[config.mk]
export PLATFORM = sky130hd
export DESIGN_NAME = uart_frame_tx_flat
export DESIGN_NICKNAME = d
export VERILOG_FILES = /design/src/rtl/uart_frame_tx_if.sv /design/src/rtl/uart_frame_tx.sv /design/src/flat_wrapper.sv
export SDC_FILE = /design/constraint.sdc
export NUM_CORES = 1
export LEC_CHECK = 0
export BUFFER_PORTS_ARGS = -buffer_cell sky130_fd_sc_hd__buf_4
export CAP_MARGIN = 20
export CORE_ASPECT_RATIO = 0.7
export CORE_MARGIN = 5
export CORE_UTILIZATION = 60
export CTS_BUF_LIST = sky130_fd_sc_hd__clkbuf_2
export DETAILED_ROUTE_END_ITERATION = 8
export PLACE_DENSITY = 0.8
export SYNTH_ARGS = -nofsm -noshare
export SYNTH_HDL_FRONTEND = slang
export SYNTH_SLANG_ARGS = --single-unit
[constraint.sdc]
create_clock -name clk -period 5.45 [get_ports clk]
set_input_delay 0.2725 -clock clk [delete_from_list [all_inputs] [get_ports clk]]
set_output_delay 0.2725 -clock clk [all_outputs]
set_load 0.005 [all_outputs]
[src/rtl/uart_frame_tx_if.sv]
// rtl/uart_frame_tx_if.sv - word-in / UART-byte-out handshake bundle for uart_frame_tx
//
// Signals:
//   din[15:0], din_valid, din_ready   word push handshake into the frame FIFO
//   tx_start, tx_byte[7:0], tx_busy   byte request to / status from the UART transmitter
//   frame_done, frame_err             one-cycle frame completion / abort pulses
//   level, busy                       FIFO occupancy and FSM-active status
// Modports:
//   master  the environment (word producer plus UART byte transmitter)
//   slave   the framer itself
interface uart_frame_tx_if #(
  parameter int DEPTH = 4
);
  localparam int LW = $clog2(DEPTH) + 1;

  logic [15:0]   din;
  logic          din_valid;
  logic          din_ready;
  logic          tx_start;
  logic [7:0]    tx_byte;
  logic          tx_busy;
  logic          frame_done;
  logic          frame_err;
  logic [LW-1:0] level;
  logic          busy;

  modport master (
    output din, din_valid, tx_busy,
    input  din_ready, tx_start, tx_byte, frame_done, frame_err, level, busy
  );

  modport slave (
    input  din, din_valid, tx_busy,
    output din_ready, tx_start, tx_byte, frame_done, frame_err, level, busy
  );
endinterface

[src/rtl/uart_frame_tx.sv]
// rtl/uart_frame_tx.sv - queues 16-bit words and sends each as a 3-byte UART frame
//
// Ports:
//   clk   rising-edge clock
//   rst   synchronous active-high reset
//   bus   uart_frame_tx_if.slave: word push handshake, UART byte request,
//         frame_done / frame_err pulses, FIFO level and busy status
// Frame: HDR, word[15:8], word[7:0]. Each byte is offered with a one-cycle
// tx_start, then the UART must raise tx_busy within ACK_TO+1 cycles or the
// frame is abandoned with frame_err.
module uart_frame_tx #(
  parameter logic [7:0] HDR    = 8'h80,
  parameter int         DEPTH  = 4,
  parameter int         ACK_TO = 15
) (
  input  logic           clk,
  input  logic           rst,
  uart_frame_tx_if.slave bus
);
  localparam int AW = $clog2(DEPTH);
  localparam int LW = AW + 1;
  localparam int CW = $clog2(ACK_TO + 1);

  typedef enum logic [1:0] {IDLE, START, ACK, DONE} state_t;

  state_t        state, state_d;
  logic [15:0]   mem [DEPTH];
  logic [AW-1:0] wr_ptr, rd_ptr;
  logic [LW-1:0] level;
  logic          push, pop;

  logic [15:0]   hold_q, hold_d;
  logic [1:0]    idx_q, idx_d;
  logic [CW-1:0] cnt_q, cnt_d;
  logic [7:0]    byte_q, byte_d;
  logic          done_q, done_d;
  logic          err_q, err_d;

  // Ready looks only at the registered level, so a full FIFO stays closed
  // even in a cycle where the FSM is popping.
  assign bus.din_ready = (level != LW'(DEPTH));
  assign push          = bus.din_valid && bus.din_ready;

  always_ff @(posedge clk) begin
    if (push) mem[wr_ptr] <= bus.din;
  end

  always_ff @(posedge clk) begin
    if (rst) begin
      wr_ptr <= '0;
      rd_ptr <= '0;
      level  <= '0;
    end else begin
      if (push) wr_ptr <= wr_ptr + AW'(1);
      if (pop)  rd_ptr <= rd_ptr + AW'(1);
      level <= level + LW'(push) - LW'(pop);
    end
  end

  always_ff @(posedge clk) begin
    if (rst) begin
      state  <= IDLE;
      hold_q <= '0;
      idx_q  <= '0;
      cnt_q  <= '0;
      byte_q <= '0;
      done_q <= 1'b0;
      err_q  <= 1'b0;
    end else begin
      state  <= state_d;
      hold_q <= hold_d;
      idx_q  <= idx_d;
      cnt_q  <= cnt_d;
      byte_q <= byte_d;
      done_q <= done_d;
      err_q  <= err_d;
    end
  end

  // byte_d is loaded on every transition into START so tx_byte is already
  // valid in the START cycle and holds until the frame moves on.
  always_comb begin
    state_d = state;
    hold_d  = hold_q;
    idx_d   = idx_q;
    cnt_d   = cnt_q;
    byte_d  = byte_q;
    done_d  = 1'b0;
    err_d   = 1'b0;
    pop     = 1'b0;
    case (state)
      IDLE: begin
        byte_d = 8'h00;
        if (level != '0) begin
          pop     = 1'b1;
          hold_d  = mem[rd_ptr];
          idx_d   = 2'd0;
          byte_d  = HDR;
          state_d = START;
        end
      end
      START: begin
        cnt_d   = '0;
        state_d = ACK;
      end
      ACK: begin
        if (bus.tx_busy) begin
          state_d = DONE;
        end else if (cnt_q == CW'(ACK_TO)) begin
          // The held word is dropped here; IDLE only ever pops fresh words.
          err_d   = 1'b1;
          byte_d  = 8'h00;
          state_d = IDLE;
        end else begin
          cnt_d = cnt_q + CW'(1);
        end
      end
      DONE: begin
        if (!bus.tx_busy) begin
          if (idx_q == 2'd2) begin
            done_d  = 1'b1;
            byte_d  = 8'h00;
            state_d = IDLE;
          end else begin
            idx_d   = idx_q + 2'd1;
            byte_d  = (idx_q == 2'd0) ? hold_q[15:8] : hold_q[7:0];
            state_d = START;
          end
        end
      end
      default: state_d = IDLE;
    endcase
  end

  assign bus.tx_start   = (state == START);
  assign bus.tx_byte    = byte_q;
  assign bus.frame_done = done_q;
  assign bus.frame_err  = err_q;
  assign bus.level      = level;
  assign bus.busy       = (state != IDLE);
endmodule

[src/flat_wrapper.sv]
// flat-port wrapper written by rule: the top's interface ports become plain ports
module uart_frame_tx_flat 
#(
  parameter logic [7:0] HDR    = 8'h80,
  parameter int         DEPTH  = 4,
  parameter int         ACK_TO = 15
)
  (clk, rst, bus_din, bus_din_valid, bus_tx_busy, bus_din_ready, bus_tx_start, bus_tx_byte, bus_frame_done, bus_frame_err, bus_level, bus_busy);
  uart_frame_tx_if #(.DEPTH(DEPTH)) bus_i ();
  input  logic clk;
  input  logic rst;
  input wire logic [$bits(bus_i.din)-1:0] bus_din;
  input wire logic [$bits(bus_i.din_valid)-1:0] bus_din_valid;
  input wire logic [$bits(bus_i.tx_busy)-1:0] bus_tx_busy;
  output wire logic [$bits(bus_i.din_ready)-1:0] bus_din_ready;
  output wire logic [$bits(bus_i.tx_start)-1:0] bus_tx_start;
  output wire logic [$bits(bus_i.tx_byte)-1:0] bus_tx_byte;
  output wire logic [$bits(bus_i.frame_done)-1:0] bus_frame_done;
  output wire logic [$bits(bus_i.frame_err)-1:0] bus_frame_err;
  output wire logic [$bits(bus_i.level)-1:0] bus_level;
  output wire logic [$bits(bus_i.busy)-1:0] bus_busy;
  assign bus_i.din = bus_din;
  assign bus_i.din_valid = bus_din_valid;
  assign bus_i.tx_busy = bus_tx_busy;
  assign bus_din_ready = bus_i.din_ready;
  assign bus_tx_start = bus_i.tx_start;
  assign bus_tx_byte = bus_i.tx_byte;
  assign bus_frame_done = bus_i.frame_done;
  assign bus_frame_err = bus_i.frame_err;
  assign bus_level = bus_i.level;
  assign bus_busy = bus_i.busy;
  uart_frame_tx #(.HDR(HDR), .DEPTH(DEPTH), .ACK_TO(ACK_TO)) u_core (.clk(clk), .rst(rst), .bus(bus_i));
endmodule
==> flow_summary.toml <==
[outcome]
status = "complete, no violations"

[worst_setup_path]
crit_arrival_ps = 2760
path_cells = "or3_4 -> nand2_1 -> inv_1 -> ha_1 -> inv_1 -> ha_1 -> fa_1 -> xnor2_1 -> xnor2_1 -> nor2_1"
path_max_fanout = 6
reg2reg_to = "u_core.bus.level[2]$_SDFF_PP0_"
cp_slowest_cell = "or3_4"
cp_num_cells = 10
r2r_slack_ps = 3120
end_kind = "register"
worstSetupPathType = "reg -> reg"
path_delay_family = "adder cells"
cp.buffers_inverters = 2
critical_path.max_stage_delay_ps = 450
r2r-start = "u_core.bus.level[1]$_SDFF_PP0_"
worstPathRequired_ps = 5880
setup.worst_path.start_class = "register"
ff2ff_path_depth = 10

[global_routing]
grtUsageTotal_pct = 17.68
antenna_found_initial = 0
grt_pass1_vias = 2412
grt_max_degree = 36
grt_overflow = 0
grt_pass1_wl_um = 12100

[clocking]
clk_latency_ps = 530
clk_pin_slew_ps = 240
cts_tree = "done"
htreeDepth = 3
cts.sinks = 105
cts_setup_buffers = 0
clock-root-buffer = "clkbuf_2"
numCtsBuffers = 9
cts.path.max_buffers = 2

[finish]
n_antenna_cell = 0
layout.area.seq_um2 = 2743
fin_nets = 358
final_common_cell = "edfxtp_1"
multi_input_area_um2 = 1378
drive_above_1_share_pct = 24.32
layout_common_cells = "edfxtp_1, dfxtp_1, buf_4"
fill_cells = 462
area_delta_synth_final_pct = 14.74
fin_util_pct = 71.54

[timing]
hold_violations = 0
slew_violations = 0
finalWorstSetupSlack_ps = 3123
period_needed_ps = 2327
rsz0062_at_grt = "false"
finClkSkew_ps = 30.07
tightest_slew_ps = 869.1
setup_violations = 0
fin_crit_sh_pct = 42.70
timing.fmax_mhz = 429.7
setup_tns_ps = 0
maxSlewHeadroom_pct = 42.06
fin_hold_ws_ps = 133.3

[synthesis]
synthArstFlopShare_pct = 0
synth_compound_area_share_pct = 7.652
syn_nets = 309
synth-edff-count = 64
synth_mux_area_share_pct = 12.48
synthAdderAreaFrac_pct = 3.119
ys_seq_area_share_pct = 64.51
synth_ff_type = "edfxtp_1"
synthesis.area_um2 = 4252
ys_warn_count = 0
synth_seq_cells = 105
yosysUniqueCellTypes = 48
synth_area_per_cell_um2 = 15.24
syn_inst = 279
synth_top_family_by_area = "multiplexers"
synth_xor_area_share_pct = 0.4120
synth-simple-area-share_pct = 8.740

[die]
die_y_um = 80.43
fp.dieW_um = 110.6
rows = 25
design.die.area_um2 = 8896
core_area_um2 = 6819
start_util_pct = 62.35
design.portCount = 36

[drt]
dr.pass1.iters = 4
drtIter0Drc = 73
num_vias = 2402
viasPerCell = 5.625
drc = 0
totalWireLength_um = 7252
drt-wirelength-per-cell_um = 16.98
final_antenna_net_count = 0

[pwr]
power_density_nw_per_um2 = 429.8
peakVddDrop_uv = 201.4
power_leakage_uw = 0.001749

[place]
post-place-ws_ps = 3138
port_buffers = 35
gp_congestion = 0.7836
dp_hpwl_um = 4715

[run]
drv_cap = 0

[hold_path]
hold_end = "u_core.bus.level[1]$_SDFF_PP0_"
hp-class = "in -> reg"
holdPathStages = 2
min_from = "rst"
[worst reg2reg max path: stages, from the launching register on]
cell	delay [ps]
dfxtp_1	430
or3_4	450
nand2_1	110
inv_1	60
ha_1	260
inv_1	40
ha_1	180
fa_1	370
xnor2_1	170
xnor2_1	130
nor2_1	50
[power breakdown]
| part | internal, uW | switching [uW] | leakage [uW] | total (uW) |
|---|---|---|---|---|
| Combinational | 330 | 302 | 0.000751 | 632 |
| Sequential | 978 | 98.7 | 0.000921 | 1080 |
| Clock | 152 | 237 | 0.0000772 | 388 |
| Total | 1460 | 637 | 0.00175 | 2100 |
[synthesized netlist by cell type (all sizes together), types with 2 or more instances]
library cell   n  area, um^2
a211oi         2       15.01
edfxtp        64        1922
nand3b         7       52.55
clkbuf         7       26.28
o211ai         3       22.52
ha             9       112.6
nand2b        10       62.56
and3           5       31.28
nor4           2       12.51
nand3          5       25.02
mux4          16       360.4
nand2          3       11.26
inv           15       56.30
a21oi          6       41.29
mux2           8       90.08
xnor2          2       17.52
a31o           3       26.28
nor3b          4       30.03
nor3           5       36.29
nor2           5       26.27
o21ai          6       33.78
dfxtp         41       820.8
nor2b          3       18.77
mux2i          8       80.08
or3            4       30.03
buf            9       48.80
a22o          16       140.1
[worst max-delay path by stage]
stage / end / slack [ps] / from
after CTS: u_core.bus.level[2]$_SDFF_PP0_ / 3110 / u_core.bus.level[1]$_SDFF_PP0_
final: u_core.bus.level[2]$_SDFF_PP0_ / 3120 / u_core.bus.level[1]$_SDFF_PP0_
after floorplan: u_core.bus.level[2]$_SDFF_PP0_ / 3240 / u_core.bus.level[1]$_SDFF_PP0_
after detailed placement: u_core.bus.level[2]$_SDFF_PP0_ / 3140 / u_core.bus.level[1]$_SDFF_PP0_
after global placement: u_core.bus.level[2]$_SDFF_PP0_ / 3190 / u_core.bus.level[1]$_SDFF_PP0_
after global routing: u_core.bus.level[2]$_SDFF_PP0_ / 2940 / u_core.bus.level[1]$_SDFF_PP0_
[logic make-up (layout without fill, tap and decap cells)]
| group | after synthesis | after routing |
|---|---|---|
| AOI/OAI and AO/OA | 42 | 42 |
| xor gates and xnor gates | 2 | 2 |
| adders and majority gates | 10 | 10 |
| buffers and inverters | 31 | 85 |
| DFF | 105 | 105 |
| muxes | 32 | 32 |
| and+or+nand+nor | 57 | 57 |
[area by class of cell]
type / count / area share (%)
Multi-Input combinational cell: 143 / 28.24
Sequential cell: 105 / 56.22
Clock buffer: 10 / 1.026
Timing Repair Buffer: 54 / 9.233
Inverter: 15 / 1.154
Tap cell: 94 / 2.411
Clock inverter: 6 / 1.718
[per-layer routing]
| metal | vias up | share of wire, % | track usage, % |
|---|---|---|---|
| met1 | 1177 | 47 | 23.23 |
| met5 | - | 0 | 0 |
| met4 | 0 | 0.84 | 4.797 |
| li1 | 1162 | - | - |
| met3 | 9 | 4.4 | 5.196 |
| met2 | 54 | 48 | 29.12 |
[repair_timing]
item | CTS | global route
endpoints found under the hold margin | 67 | 0
hold buffers | 18 | 0
resized for setup | 0 | 0
[per-stage QoR]
| stage | std cells | total power (uW) | area, um^2 |
|---|---|---|---|
| floorplan | 279 | 1563 | 4252 |
| global placement | 393 | 1703 | 4564 |
| global route | 427 | 2233 | 4878 |
| finish | 427 | 2097 | 4878 |
| detailed placement | 393 | 1721 | 4564 |
| CTS | 427 | 2115 | 4878 |
[registers in the layout, summed over array words and instances, names as in the netlist]
| register | flops |
|---|---|
| u_core.idx_q | 2 |
| u_core.mem | 64 |
| u_core.bus.level | 3 |
| u_core.wr_ptr | 2 |
| u_core.state | 2 |
| u_core.hold_q | 16 |
| u_core.rd_ptr | 2 |
| u_core.bus.frame_done | 1 |
| u_core.cnt_q | 4 |
| u_core.bus.frame_err | 1 |
| u_core.bus.tx_byte | 8 |
Power figures use the tool's default switching activity.
